$ cat src/rtl/serial_sub_pkg.sv
// Shared definitions for the bit-serial subtractor: FSM encoding and default width.
package serial_sub_pkg;

    localparam int unsigned WIDTH_DEFAULT = 8;

    typedef enum logic [1:0] {
        IDLE  = 2'd0,
        SHIFT = 2'd1,
        DONE  = 2'd2
    } state_e;

endpackage

$ cat src/rtl/full_subtractor.sv
// One-bit full subtractor (a - b - bin) built from two cascaded half subtractors.
module full_subtractor (
    input  logic a,
    input  logic b,
    input  logic bin,
    output logic diff,
    output logic bout
);

    logic d1;
    logic bo1;
    logic bo2;

    half_subtractor u_hs_ab (
        .a    (a),
        .b    (b),
        .diff (d1),
        .bout (bo1)
    );

    half_subtractor u_hs_bin (
        .a    (d1),
        .b    (bin),
        .diff (diff),
        .bout (bo2)
    );

    assign bout = bo1 | bo2;

endmodule

$ cat src/rtl/half_subtractor.sv
// One-bit half subtractor: diff = a - b, bout set when a borrow is needed.
module half_subtractor (
    input  logic a,
    input  logic b,
    output logic diff,
    output logic bout
);

    assign diff = a ^ b;
    assign bout = ~a & b;

endmodule

$ cat src/rtl/serial_subtractor.sv
// Bit-serial subtractor: a - b over WIDTH cycles, LSB first, one full_subtractor cell.
// Define SERIAL_SUB_OVF_EN to add the registered signed-overflow output ovf.
module serial_subtractor
    import serial_sub_pkg::*;
#(
    parameter int unsigned WIDTH = WIDTH_DEFAULT
) (
    input  logic             clk,
    input  logic             rst,
    input  logic             start,
    input  logic [WIDTH-1:0] a,
    input  logic [WIDTH-1:0] b,
    output logic             busy,
    output logic             done,
    output logic [WIDTH-1:0] diff,
    output logic             borrow_out
`ifdef SERIAL_SUB_OVF_EN
    ,
    output logic             ovf
`endif
);

    localparam int unsigned CNT_W = $clog2(WIDTH + 1);

    state_e             state_q, state_d;
    logic [WIDTH-1:0]   a_q, a_d;
    logic [WIDTH-1:0]   b_q, b_d;
    logic [WIDTH-1:0]   res_q, res_d;
    logic [WIDTH-1:0]   diff_q, diff_d;
    logic [CNT_W-1:0]   cnt_q, cnt_d;
    logic               bin_q, bin_d;
    logic               borrow_q, borrow_d;
    logic               busy_q, busy_d;
    logic               done_q, done_d;
    logic               cell_d;
    logic               cell_bout;
`ifdef SERIAL_SUB_OVF_EN
    logic               a_msb_q, a_msb_d;
    logic               b_msb_q, b_msb_d;
    logic               ovf_q, ovf_d;
`endif

    full_subtractor u_cell (
        .a    (a_q[0]),
        .b    (b_q[0]),
        .bin  (bin_q),
        .diff (cell_d),
        .bout (cell_bout)
    );

    // Next-state, datapath and registered-output logic.
    always_comb begin
        state_d  = state_q;
        a_d      = a_q;
        b_d      = b_q;
        res_d    = res_q;
        diff_d   = diff_q;
        cnt_d    = cnt_q;
        bin_d    = bin_q;
        borrow_d = borrow_q;
        done_d   = 1'b0;
`ifdef SERIAL_SUB_OVF_EN
        a_msb_d  = a_msb_q;
        b_msb_d  = b_msb_q;
        ovf_d    = ovf_q;
`endif
        case (state_q)
            IDLE: begin
                if (start) begin
                    a_d     = a;
                    b_d     = b;
                    res_d   = '0;
                    bin_d   = 1'b0;
                    cnt_d   = '0;
                    state_d = SHIFT;
`ifdef SERIAL_SUB_OVF_EN
                    a_msb_d = a[WIDTH-1];
                    b_msb_d = b[WIDTH-1];
`endif
                end
            end
            SHIFT: begin
                // Result bits enter at the MSB so the last bit lands in place.
                a_d   = a_q >> 1;
                b_d   = b_q >> 1;
                bin_d = cell_bout;
                res_d = (res_q >> 1) | (WIDTH'(cell_d) << (WIDTH - 1));
                cnt_d = cnt_q + CNT_W'(1);
                if (cnt_d == CNT_W'(WIDTH)) begin
                    state_d  = DONE;
                    diff_d   = res_d;
                    borrow_d = cell_bout;
`ifdef SERIAL_SUB_OVF_EN
                    ovf_d    = (a_msb_q != b_msb_q) && (cell_d != a_msb_q);
`endif
                end
            end
            DONE: begin
                state_d = IDLE;
                done_d  = 1'b1;
            end
            default: state_d = IDLE;
        endcase
        busy_d = (state_d != IDLE);
    end

    always_ff @(posedge clk) begin
        if (rst) begin
            state_q  <= IDLE;
            a_q      <= '0;
            b_q      <= '0;
            res_q    <= '0;
            diff_q   <= '0;
            cnt_q    <= '0;
            bin_q    <= 1'b0;
            borrow_q <= 1'b0;
            busy_q   <= 1'b0;
            done_q   <= 1'b0;
`ifdef SERIAL_SUB_OVF_EN
            a_msb_q  <= 1'b0;
            b_msb_q  <= 1'b0;
            ovf_q    <= 1'b0;
`endif
        end else begin
            state_q  <= state_d;
            a_q      <= a_d;
            b_q      <= b_d;
            res_q    <= res_d;
            diff_q   <= diff_d;
            cnt_q    <= cnt_d;
            bin_q    <= bin_d;
            borrow_q <= borrow_d;
            busy_q   <= busy_d;
            done_q   <= done_d;
`ifdef SERIAL_SUB_OVF_EN
            a_msb_q  <= a_msb_d;
            b_msb_q  <= b_msb_d;
            ovf_q    <= ovf_d;
`endif
        end
    end

    assign busy       = busy_q;
    assign done       = done_q;
    assign diff       = diff_q;
    assign borrow_out = borrow_q;
`ifdef SERIAL_SUB_OVF_EN
    assign ovf        = ovf_q;
`endif

endmodule

$ cat config.mk
export PLATFORM = sky130hd
export DESIGN_NAME = serial_subtractor
export DESIGN_NICKNAME = d
export VERILOG_FILES = /design/src/rtl/serial_sub_pkg.sv /design/src/rtl/full_subtractor.sv /design/src/rtl/half_subtractor.sv /design/src/rtl/serial_subtractor.sv
export SDC_FILE = /design/constraint.sdc
export NUM_CORES = 1
export LEC_CHECK = 0
export BUFFER_PORTS_ARGS = -buffer_cell sky130_fd_sc_hd__buf_2
export CAP_MARGIN = 0
export CORE_MARGIN = 2
export CORE_UTILIZATION = 25
export CTS_CLUSTER_SIZE = 24
export DETAILED_ROUTE_END_ITERATION = 16
export GPL_TIMING_DRIVEN = 0
export SKIP_CTS_REPAIR_TIMING = 1
export SLEW_MARGIN = 5
export SYNTH_ARGS = -nofsm -noshare
export SYNTH_HDL_FRONTEND = slang
export SYNTH_SLANG_ARGS = --single-unit
$ cat constraint.sdc
create_clock -name clk -period 2.7 [get_ports clk]
set_clock_uncertainty 0.2 [all_clocks]
set_input_delay 0.54 -clock clk [delete_from_list [all_inputs] [get_ports clk]]
set_output_delay 0.54 -clock clk [all_outputs]
set_load 0.05 [all_outputs]
-- Word-level counts from Yosys, hierarchy flattened
Index checks and enable logic that the tools add are counted.
Widths: inputs -> output; s select.
- flip-flop bits (word level): 42
- $add $sub $neg: 1
- eq/ne operators: 4
- multiplexer cells: 14
- bitwise logic cells: 8
- reductions and logical operators: 5
- operators by type and width (operator ; count):
    $pmux 8 s2 ; 3
    $mux 8 ; 3
    $or 7x8->8 ; 1
    $pmux 4 s2 ; 1
    $add 4x1->4 const B ; 1
    $eq 4x4->1 const B ; 1
    $mux 2 ; 2
    $mux 4 ; 1
    $pmux 2 s2 ; 1
    $reduce_and 2->1 ; 2
    $reduce_bool 2->1 ; 2
    $and 1x1->1 ; 2
    $eq 2x1->1 const B ; 1
    $eq 2x2->1 const B ; 1
    $logic_not 2->1 ; 1
    $mux 1 ; 2
    $ne 2x2->1 const B ; 1
    $not 1->1 ; 2
    $pmux 1 s2 ; 1
    $xor 1x1->1 ; 2
    $or 1x1->1 ; 1

-- Depth between registers and ports, before layout
- depth in word-level cells: 5
- mapped depth: 6
- gate-level depth less buffers: 4

-- By module
From an unflattened synthesis, not the netlist that was laid out.
- cell total of the unflattened synthesis: 193
- area, all modules: 1720.4 µm²
- modules (own cells, without submodules) (module ; times used ; cells each ; area each (µm²) ; sequential area each (µm²)):
    serial_subtractor ; 1 ; 186 ; 1674.1 ; 820.8
    half_subtractor ; 2 ; 3 ; 20.0 ; 0.0
    full_subtractor ; 1 ; 1 ; 6.3 ; 0.0

-- Least setup slack after synthesis
No wires, ideal clock.
- kind: reg-to-reg
- start: register state_q[0]
- end: register diff_q[7], in the netlist diff[7]
- library setup time: 0.121 ns
- arrival time: 1.270 ns
- data required time: 2.379 ns
- slack: 1.109 ns
- stages on the path, launching flop included: 7
- period minus slack after synthesis: 1.591 ns
- cells stage by stage: dfxtp_1 buf_4 nor2b_4 buf_6 o2111a_1 buf_6 mux2_4
- cells in the longest elaborated chain, start to end: 2
- RTL lines (item ; line ; RTL):
    from (decl) ; serial_subtractor.sv:25 ; state_e state_q, state_d;
    from (signal assigned) ; serial_subtractor.sv:125 ; state_q <= state_d;
    $eq 2x1->1 ; serial_subtractor.sv:67 ; case (state_q)
    $reduce_and 2->1 (no source line) ; - ;
    to (signal assigned) ; serial_subtractor.sv:129 ; diff_q <= diff_d;
    to (decl) ; serial_subtractor.sv:29 ; logic [WIDTH-1:0] diff_q, diff_d;
Every way passes these cells.
A chain may end at the register's enable or synchronous reset.

-- Final worst setup path
Ends and elaborated chain as after synthesis.

==> impl_results.md <==
- Drt pass-1 iters: 4
- Unrepaired setup endpoints after global routing: false
- Hold Crit Start: a_q[1]
- Leakage: 0.000856 uW
- Die H: 87.8 um
- Rel. slew slack: 67.4%
- Placed instance area: a little over 2000 um2
- Int Pwr: about 990 uW
- Slowest-stage cell, CP: dfxtp_1
- Post-synthesis compound-gate area fraction: 15.0%
- Worst Tran Pin Value: roughly 0.49 ns
- Startpoint types: flop
- DP HPWL: 2590 um
- Clock Tree Buf Depth: 2
- Fillers: 737
- Mapped Cells: 190
- Startpoint of the worst-slack reg-to-reg timing path: state_q[0]
- Simple-Gate Fraction of Synth Area: 24.4%
- Post-Synth XOR/XNOR Area: 0%
- CTS sink cnt: between 40 and 50
- Sw frac: 22.9%
- Combinational family with the most area after synthesis: simple AND/OR/NAND/NOR gates
- Post-synthesis adder-cell area fraction: 1.85%
- Drc violations: 0
- Clock Pin Slew Worst Setup and Hold Paths: 0.08 ns
- Post-synth top area share: 46.8%
- Pwr dens: 602 nW/um2
- Grt ovf: 0
- Worst-Skew Late Latency: a little under 0.3 ns
- Non-Filler Instances: 323
- Total Nets Final: 247
- CTS HTree Levels: 2
- Critical path class: reg2reg
- Core area: 6790 um2
- Max_cap viols: 0
- Port-buffer cells: 29
- Hold-critical path depth: 2
- CTS Buf Count: 5
- Crit-path cells: buf_4, nor2b_4, buf_6, o2111a_1, buf_6, mux2_4
- Avg WL per Cell: 11.2 um
- Synthesis-to-layout area growth: 21.8%
- Hold Fails Final Rpt: 0
- Most used cell, CP: buf_6
- Synth cell types: 35
- Final GP Congestion: 0.755
- Layout cells sized above 1: ~22%
- Mux share of post-synthesis cell area: 5.99%
- Post-synthesis register bit count: approximately 40
- Max Fclk: 584 MHz
- Slowest stage delay, CP: 0.31 ns
- Syn avg cell area: 9.23 um2
- Required @ worst endpoint: ~2.7 ns
- Routed WL: between 3000 and 4000 um
- WHS Endpoint: a_q[0]
- Sequential area share after synthesis: 46.8%
- Synth area leaders: dfxtp_1 47%, a311oi_1 6.5%, nand2b_1 6.1%
- Crit Path Max Fanout: 10
- Endpoints failing setup: 0
- TNS Setup: 0 ns
- Yosys warns: 0
- Setup WS post-layout: approximately 0.99 ns
- Vias: 1414
- Number of synthesized flops with an enable pin: 0
- Boundary Pins: 30
- Post-route ant nets: 0
- Hold crit path type: reg2reg
- Fin area: 2140 um2
- Die ar.: 7700 um2
- Total Power: roughly 1300 uW
- R2R Path End: diff[7]
- Mapped Area: 1750 um2
- Cell type with the largest total area after synthesis: dfxtp_1
- Outcome: finished, final reports clean
- Max Transition Viols Final: 0
- Crit path DAT: ~1.7 ns
- Overall routing resource usage: 10.4%
- Critical Path Sink Type: flop
- Critical path buffer and inverter count: 3
- Tcrit/Tclk final: 63.4%
- Clk root buf: clkbuf_8
- Worst vdd ir: approximately 0.24 mV
- Mapped Nets: 211
- TritonCTS clock tree: done
- Vias in the first global route: 1339
- Internal reg-to-reg setup slack: just under 1 ns
- Diode count: 0
- Setup WS pre-CTS: 0.795 ns
- Post-DR vias/cell: 4.38
- Die width: between 80 and 90 um
- Rows: 30
- Final Critical Period: between 1.5 and 2 ns
- Delay-heaviest family, CP: buffers and inverters
- Initial antenna violation count: 0
- Comb pwr share: between 10% and 20%
- Worst r2r path cells: 6
- Sequential cell fraction of total power: 50.1%
- Top FF cell, synth: dfxtp_1
- Global-route wire length before repair: 6360 um
- Async SR Flop Fraction: 0%
- Placed insts: around 320
- Initial Util: 25.8%
- Psw: 295 uW
- DR iter-0 viols: 109
- Largest net degree at the start of global routing: 13
- Clock share of power: 39.6%
-- cell families (layout without fill, tap and decap cells) --
family / count (synthesis) / in the layout
buf+inv: 16 / 53
flops: 41 / 41
fa+ha+maj: 2 / 2
mux: 10 / 10
compound gates: 33 / 33
simple gates: 88 / 88
-- cell usage in the layout, fill, tap and decap left out, drive strengths merged, types with 2 or more instances in the layout --
master,netlist,routed
buf,10,39
dfxtp,41,41
a21oi,2,2
a22oi,10,10
nand2,27,27
nor3b,3,3
nand2b,17,17
nor2,28,28
a311oi,13,13
a21boi,2,2
nand3,2,2
mux2i,9,9
nor2b,3,3
clkbuf,5,12
-- state kept, by name (all words and copies together) (netlist names) --
| name | cells |
|---|---|
| borrow_out | 1 |
| state_q | 2 |
| a_q | 8 |
| b_q | 8 |
| bin_q | 1 |
| busy | 1 |
| diff | 8 |
| res_q | 7 |
| done | 1 |
| cnt_q | 4 |
-- worst max-delay path by stage --
stage,start,end,slack [ns],cells after the start
finish,state_q[0],diff[7],0.99,6
detailed placement,start,cnt_q[3],0.80,5
floorplan,state_q[0],diff[7],1.11,6
global placement,start,cnt_q[3],0.81,5
CTS,state_q[0],cnt_q[3],0.98,5
global route,state_q[0],b_q[7],0.90,5
-- worst min-delay path, cell delays in order, from the launching register on --
cell	delay, ns
dfxtp_1	0.31
nand2_1	0.05
a311oi_1	0.07
-- layer usage --
metal	part of all wire, %	global-route usage [%]
met4	1.5	3.78
met3	5.4	3.30
met1	50	13.8
met5	0	0
met2	44	15.9
-- cell usage after synthesis (3+ instances only) --
| library cell | number |
|---|---|
| dfxtp_1 | 41 |
| nor2_1 | 28 |
| nand2_1 | 27 |
| nand2b_1 | 17 |
| a311oi_1 | 13 |
| a22oi_1 | 10 |
| mux2i_1 | 9 |
| clkbuf_1 | 5 |
| buf_6 | 4 |
| buf_2 | 3 |
| buf_4 | 3 |
| nor3b_1 | 3 |
-- power by group through the flow --
stage	clock network [uW]	logic [uW]	registers (uW)
global placement	0	133	657
floorplan	0	91.1	658
CTS	528	134	643
global route	550	152	647
detailed placement	0	133	657
finish	509	132	643
-- area by class of cell --
cell class                      count  area [um2]  area share (%)
Buffer                             15         101            4.75
Clock buffer                        7        86.3            4.04
Clock inverter                      1        30.0            1.41
Inverter                            1        3.75           0.176
Multi-Input combinational cell    133         828            38.8
Sequential cell                    41         821            38.4
Tap cell                           96         120            5.62
Timing Repair Buffer               29         145            6.80
-- per-stage QoR --
step | hold slack [ns] | util, %
floorplan | 0.252 | -
global placement | 0.260 | 29.7
detailed placement | 0.264 | 29.7
CTS | 0.275 | 31.4
global route | 0.291 | 31.4
finish | 0.273 | 31.4
Power figures use the tool's default switching activity.
